<file path="config.mk">
export PLATFORM = sky130hd
export DESIGN_NAME = control_unit
export DESIGN_NICKNAME = d
export VERILOG_FILES = /design/src/rtl/control_unit.sv
export SDC_FILE = /design/constraint.sdc
export NUM_CORES = 1
export LEC_CHECK = 0
export ABC_AREA = 1
export BUFFER_PORTS_ARGS = -buffer_cell sky130_fd_sc_hd__buf_2
export CELL_PAD_IN_SITES_DETAIL_PLACEMENT = 1
export CELL_PAD_IN_SITES_GLOBAL_PLACEMENT = 1
export CORE_MARGIN = 4
export CORE_UTILIZATION = 27
export CTS_BUF_LIST = sky130_fd_sc_hd__clkbuf_4 sky130_fd_sc_hd__clkbuf_8
export DETAILED_ROUTE_END_ITERATION = 12
export GPL_ROUTABILITY_DRIVEN = 0
export PLACE_DENSITY_LB_ADDON = 0.3
export SLEW_MARGIN = 40
export SYNTH_ARGS = -nofsm -noshare
export SYNTH_HDL_FRONTEND = slang
export SYNTH_SLANG_ARGS = --single-unit
</file>
<file path="constraint.sdc">
create_clock -name clk -period 1.1 [get_ports clk]
set_input_delay 0.055 -clock clk [delete_from_list [all_inputs] [get_ports clk]]
set_output_delay 0.055 -clock clk [all_outputs]
set_load 0.02 [all_outputs]
</file>
<file path="src/rtl/control_unit.sv">
// Fixed-cycle microsequencer for the SAP-1.5 datapath: fetch, decode, per-cycle control word,
// ALU status flag register and conditional-jump evaluation.
module control_unit #(
    parameter int OPCODE_WIDTH = 4,
    parameter int DATA_WIDTH   = 8
) (
    input  logic                    clk,
    input  logic                    reset,
    input  logic [OPCODE_WIDTH-1:0] opcode,
    input  logic                    alu_zero,
    input  logic                    alu_carry,
    input  logic                    alu_negative,
    output logic                    oe_pc,
    output logic                    oe_ram,
    output logic                    oe_ir,
    output logic                    oe_a,
    output logic                    oe_alu,
    output logic                    load_mar,
    output logic                    load_ir,
    output logic                    load_a,
    output logic                    load_b,
    output logic                    load_ram,
    output logic                    load_o,
    output logic                    load_pc,
    output logic                    pc_inc,
    output logic [1:0]              alu_op,
    output logic                    flag_zero,
    output logic                    flag_carry,
    output logic                    flag_negative,
    output logic                    halt
);

    typedef enum logic [1:0] {
        ALU_ADD = 2'd0,
        ALU_SUB = 2'd1,
        ALU_AND = 2'd2,
        ALU_OR  = 2'd3
    } alu_op_e;

    typedef enum logic [3:0] {
        OP_NOP    = 4'h0,
        OP_LDA    = 4'h1,
        OP_ADD    = 4'h2,
        OP_SUB    = 4'h3,
        OP_AND    = 4'h4,
        OP_OR     = 4'h5,
        OP_STA    = 4'h6,
        OP_LDI    = 4'h7,
        OP_JMP    = 4'h8,
        OP_JZ     = 4'h9,
        OP_JC     = 4'hA,
        OP_JN     = 4'hB,
        OP_RSVD_C = 4'hC,
        OP_RSVD_D = 4'hD,
        OP_OUT    = 4'hE,
        OP_HLT    = 4'hF
    } opcode_e;

    typedef enum logic [2:0] {
        S_F1   = 3'd0,
        S_F2   = 3'd1,
        S_E1   = 3'd2,
        S_E2   = 3'd3,
        S_E3   = 3'd4,
        S_E4   = 3'd5,
        S_HALT = 3'd6
    } state_e;

    typedef struct packed {
        logic    oe_pc;
        logic    oe_ram;
        logic    oe_ir;
        logic    oe_a;
        logic    oe_alu;
        logic    load_mar;
        logic    load_ir;
        logic    load_a;
        logic    load_b;
        logic    load_ram;
        logic    load_o;
        logic    load_pc;
        logic    pc_inc;
        alu_op_e alu_op;
        logic    halt;
    } ctrl_t;

    state_e  state;
    state_e  state_next;
    ctrl_t   ctrl;
    opcode_e op;
    alu_op_e alu_sel;
    logic    is_alu;
    logic    load_flags;
    logic    jump_taken;
    logic    z_q;
    logic    c_q;
    logic    n_q;

    assign op = opcode_e'(opcode);

    always_comb begin
        is_alu  = 1'b1;
        alu_sel = ALU_ADD;
        case (op)
            OP_ADD:  alu_sel = ALU_ADD;
            OP_SUB:  alu_sel = ALU_SUB;
            OP_AND:  alu_sel = ALU_AND;
            OP_OR:   alu_sel = ALU_OR;
            default: is_alu  = 1'b0;
        endcase
    end

    // Conditional jumps look at the flags as last latched, never at the live ALU outputs.
    always_comb begin
        jump_taken = 1'b0;
        case (op)
            OP_JMP:  jump_taken = 1'b1;
            OP_JZ:   jump_taken = z_q;
            OP_JC:   jump_taken = c_q;
            OP_JN:   jump_taken = n_q;
            default: jump_taken = 1'b0;
        endcase
    end

    // NOTE: sequential state uses non-blocking assignments so every register samples pre-edge values.
    always_ff @(posedge clk) begin
        if (reset) begin
            state <= S_F1;
            z_q   <= 1'b0;
            c_q   <= 1'b0;
            n_q   <= 1'b0;
        end else begin
            state <= state_next;
            if (load_flags) begin
                z_q <= alu_zero;
                c_q <= alu_carry;
                n_q <= alu_negative;
            end
        end
    end

    // NOTE: every combinational output gets a default first, so no path can infer a latch.
    always_comb begin
        ctrl        = '0;
        ctrl.alu_op = ALU_ADD;
        load_flags  = 1'b0;
        state_next  = state;

        case (state)
            S_F1: begin
                ctrl.oe_pc    = 1'b1;
                ctrl.load_mar = 1'b1;
                state_next    = S_F2;
            end
            S_F2: begin
                ctrl.oe_ram  = 1'b1;
                ctrl.load_ir = 1'b1;
                ctrl.pc_inc  = 1'b1;
                state_next   = S_E1;
            end
            S_E1: begin
                state_next = S_F1;
                case (op)
                    OP_LDA, OP_STA, OP_ADD, OP_SUB, OP_AND, OP_OR: begin
                        ctrl.oe_ir    = 1'b1;
                        ctrl.load_mar = 1'b1;
                        state_next    = S_E2;
                    end
                    OP_LDI: begin
                        ctrl.oe_ir  = 1'b1;
                        ctrl.load_a = 1'b1;
                    end
                    OP_JMP, OP_JZ, OP_JC, OP_JN: begin
                        ctrl.oe_ir   = jump_taken;
                        ctrl.load_pc = jump_taken;
                    end
                    OP_OUT: begin
                        ctrl.oe_a   = 1'b1;
                        ctrl.load_o = 1'b1;
                    end
                    OP_HLT:  state_next = S_HALT;
                    default: ;
                endcase
            end
            S_E2: begin
                state_next = S_F1;
                case (op)
                    OP_LDA: begin
                        ctrl.oe_ram = 1'b1;
                        ctrl.load_a = 1'b1;
                    end
                    OP_STA: begin
                        ctrl.oe_a     = 1'b1;
                        ctrl.load_ram = 1'b1;
                    end
                    OP_ADD, OP_SUB, OP_AND, OP_OR: begin
                        ctrl.oe_ram = 1'b1;
                        ctrl.load_b = 1'b1;
                        state_next  = S_E3;
                    end
                    default: ;
                endcase
            end
            S_E3: begin
                // The ALU result register latches on this edge together with the flags.
                ctrl.alu_op = alu_sel;
                load_flags  = is_alu;
                state_next  = is_alu ? S_E4 : S_F1;
            end
            S_E4: begin
                // alu_op is held from E3 so the ALU's latched result stays consistent.
                ctrl.alu_op = alu_sel;
                ctrl.oe_alu = 1'b1;
                ctrl.load_a = 1'b1;
                state_next  = S_F1;
            end
            S_HALT: begin
                ctrl.halt  = 1'b1;
                state_next = S_HALT;
            end
            default: state_next = S_F1;
        endcase

        // Reset silences the datapath immediately, so an aborted instruction never loads anything.
        if (reset) begin
            ctrl        = '0;
            ctrl.alu_op = ALU_ADD;
            load_flags  = 1'b0;
        end
    end

    assign oe_pc         = ctrl.oe_pc;
    assign oe_ram        = ctrl.oe_ram;
    assign oe_ir         = ctrl.oe_ir;
    assign oe_a          = ctrl.oe_a;
    assign oe_alu        = ctrl.oe_alu;
    assign load_mar      = ctrl.load_mar;
    assign load_ir       = ctrl.load_ir;
    assign load_a        = ctrl.load_a;
    assign load_b        = ctrl.load_b;
    assign load_ram      = ctrl.load_ram;
    assign load_o        = ctrl.load_o;
    assign load_pc       = ctrl.load_pc;
    assign pc_inc        = ctrl.pc_inc;
    assign alu_op        = ctrl.alu_op;
    assign halt          = ctrl.halt;
    assign flag_zero     = z_q;
    assign flag_carry    = c_q;
    assign flag_negative = n_q;

    a_bus_single_driver: assert property (@(posedge clk)
        $onehot0({oe_pc, oe_ram, oe_ir, oe_a, oe_alu}));

    a_pc_load_xor_inc: assert property (@(posedge clk) !(load_pc && pc_inc));

    a_halt_quiet: assert property (@(posedge clk)
        halt |-> !(|{oe_pc, oe_ram, oe_ir, oe_a, oe_alu, load_mar, load_ir, load_a,
                     load_b, load_ram, load_o, load_pc, pc_inc}));

    a_geometry: assert property (@(posedge clk)
        (OPCODE_WIDTH == 4) && (DATA_WIDTH > OPCODE_WIDTH));

endmodule
</file>
==> results.cfg <==
[setup_path]
startpoint_type = register
cp.arrival_ns = 1.26
rrSetupSlack_ns = -0.09
cp_num_buf_inv = 3
path_common_cell = buf_4
crit_slowest_cell = dfxtp_2
cp_max_fo = 4
crit_chain = inv_4, buf_4, nor4_2, buf_4
endpoint_kind = output pin
cp.required_ns = 1.04
worst-setup-path-type = register to output pin
crit_path_max_incr_delay_ns = 0.36
critical-path-top-delay-family = buffers and inverters

[logic_synthesis]
synth-edff-count = 0
avgSynthCellArea_um2 = 5.519
synth_fp_nets = 116
async_reset_ff_frac = 0
synth_area_um2 = 590.6
synth_flop_cell = dfxtp_1
synth.distinct_cells = 20
synth_warnings = 0
ys_seq_area_frac = 0.2034
ys_seq_elements = 6
synth_cells = 107

[die]
dieWidth_um = 54.77
coreArea_mm2 = 0.002022
die_area_mm2 = 0.003000
io_pins = 28
num_rows = 16
fp.dieH_um = 54.77
initial_core_util = 0.2921

[sta]
fin_worst_skew_ns = 0.01086
relSlewSlack = 0.7932
fmax_mhz = 762.8
rsz0062_at_grt = yes
drv_slew = 0
worst_slew_pin_slew_ns = 0.3101
final.setup.worst_slack_ns = -0.2109
period_minus_slack_ns = 1.311
fin_crit_sh = 1.192
finalHoldViolations = 0
setup_viol = 22

[pwr]
power_frac_comb = 0.484
seq_power_share = 0.272
sw_frac_of_total = 0.4043
clkPwrFrac = 0.244
ir_drop_v = 0.0005723
powerDensity_mw_per_mm2 = 803.2
internal_power_w = 0.0005520
leakagePower_nw = 0.5808
power_switching_w = 0.0003746

[global_routing]
grt_usage = 0.2159
grt_max_degree = 13
grt_pass1_wl_mm = 4.540
grt_remaining_overflow = 0
antenna_found_initial = 0
grt_pass1_vias = 1028

[layout]
fillCellCount = 274
finalNetCount = 165
drive_gt1_frac = 0.6169
stdcell_area_mm2 = 0.001154
final_cell_mix = buf_4, nand2_1, buf_6
diodes = 0
final_common_cell = buf_4
finalNonFillerCells = 181
areaGrowthSynthToFinish_pct = 95.34

[outcome]
violations = negative setup slack
status = finished with violations

[clock_tree]
postCtsHoldBufs = 0
cts_buffer_depth = 2
clk_latency_ns = 0.26
cts_max_level = 1
cts_buffers = 3
cts_tree = yes
cts_root_buf = clkbuf_4
clk_pin_slew_ns = 0.06
clock_sinks = 6

[drt]
drt-total-wl_mm = 3.041
drc = 0
wire_per_inst_um = 16.80
drtIter0Drc = 11
ant_nets = 0
dr.pass1.iters = 4
vias = 914
via_per_inst = 5.050

[placed_design]
dp.cells = 171
port-buffer-count = 27
dp_hpwl_mm = 1.816
postPlaceCellArea_um2 = 847.1

[min_path]
hold_path.class = input pin to register

[flow_run]
cap_viol_max_count = 0
[state kept, by name, indices dropped and copies added (netlist names)]
signal / count
flag_zero: 1
flag_carry: 1
state: 3
flag_negative: 1
[cell usage after synthesis, types with 2 or more instances]
cell type	count	area share
a21oi_1	7	0.059
dfxtp_1	6	0.20
inv_1	11	0.070
inv_2	6	0.038
nand2_1	24	0.15
nand2_2	3	0.032
nand3_1	17	0.14
nand3_2	3	0.051
nor2_1	18	0.11
nor2_2	2	0.021
[cell type report]
cell class	count	area, um2	area share
Clock buffer	3	22.52	0.01952
Tap cell	27	33.78	0.02928
Timing Repair Buffer	47	385.4	0.3341
Inverter	17	73.82	0.06399
Multi-Input combinational cell	81	511.7	0.4436
Sequential cell	6	126.4	0.1095
[worst paths after layout]
check,startpoint,endpoint,depth (start not counted)
max,state[2]$_SDFF_PP0_,alu_op[1],4
min,alu_carry,flag_carry$_SDFFE_PP0P_,3
max reg2reg,state[2]$_SDFF_PP0_,flag_negative$_SDFFE_PP0P_,7
min reg2reg,flag_carry$_SDFFE_PP0P_,flag_carry$_SDFFE_PP0P_,2
[stage by stage]
stage / util / setup TNS (ns) / power, W / worst slack [ns] / hold slack [ns]
CTS: 0.5446 / -2.567 / 0.0008840 / -0.1709 / 0.07002
global placement: 0.4189 / -0.09124 / 0.0005252 / -0.04498 / 0.3286
detailed placement: 0.4189 / -0.2967 / 0.0005338 / -0.08383 / 0.3404
floorplan: - / -0.02825 / 0.0004134 / -0.01475 / 0.1247
finish: 0.5705 / -3.012 / 0.0009266 / -0.2109 / 0.05388
global route: 0.5705 / -4.348 / 0.0009768 / -0.2674 / 0.06640
[routing by layer]
layer	track usage	vias up	share of wire
met5	0	-	0
li1	-	434	-
met3	0.03815	16	0.030
met1	0.2213	440	0.41
met4	0.1411	0	0.047
met2	0.3937	24	0.51
[tightest hold or removal path: stages]
cell	delay, ns
buf_2	0.10
nand3_2	0.06
a21oi_1	0.05
[power groups by stage]
stage / Sequential [W] / Clock, W / Combinational (W)
2_1_floorplan: 0.000246 / 0 / 0.000167
3_3_place_gp: 0.000242 / 0 / 0.000283
3_5_place_dp: 0.000243 / 0 / 0.000290
4_1_cts: 0.000250 / 0.000214 / 0.000421
5_1_grt: 0.000254 / 0.000246 / 0.000477
6_report: 0.000252 / 0.000226 / 0.000449
[cell families (layout without fill, tap and decap cells)]
group,count (synthesis),in the layout,synth area share
and+or+nand+nor,70,70,0.5508
DFF,6,6,0.2034
buffers and inverters,20,67,0.1462
AOI/OAI and AO/OA,11,11,0.09957
[timing repair]
item                                   CTS  global route
setup endpoints to repair               19            21
cloned                                   0             0
gates resized for setup                 59            13
setup buffers                            5             2
pin swaps                               11             8
endpoints found under the hold margin    0             0
Power figures use the tool's default switching activity.
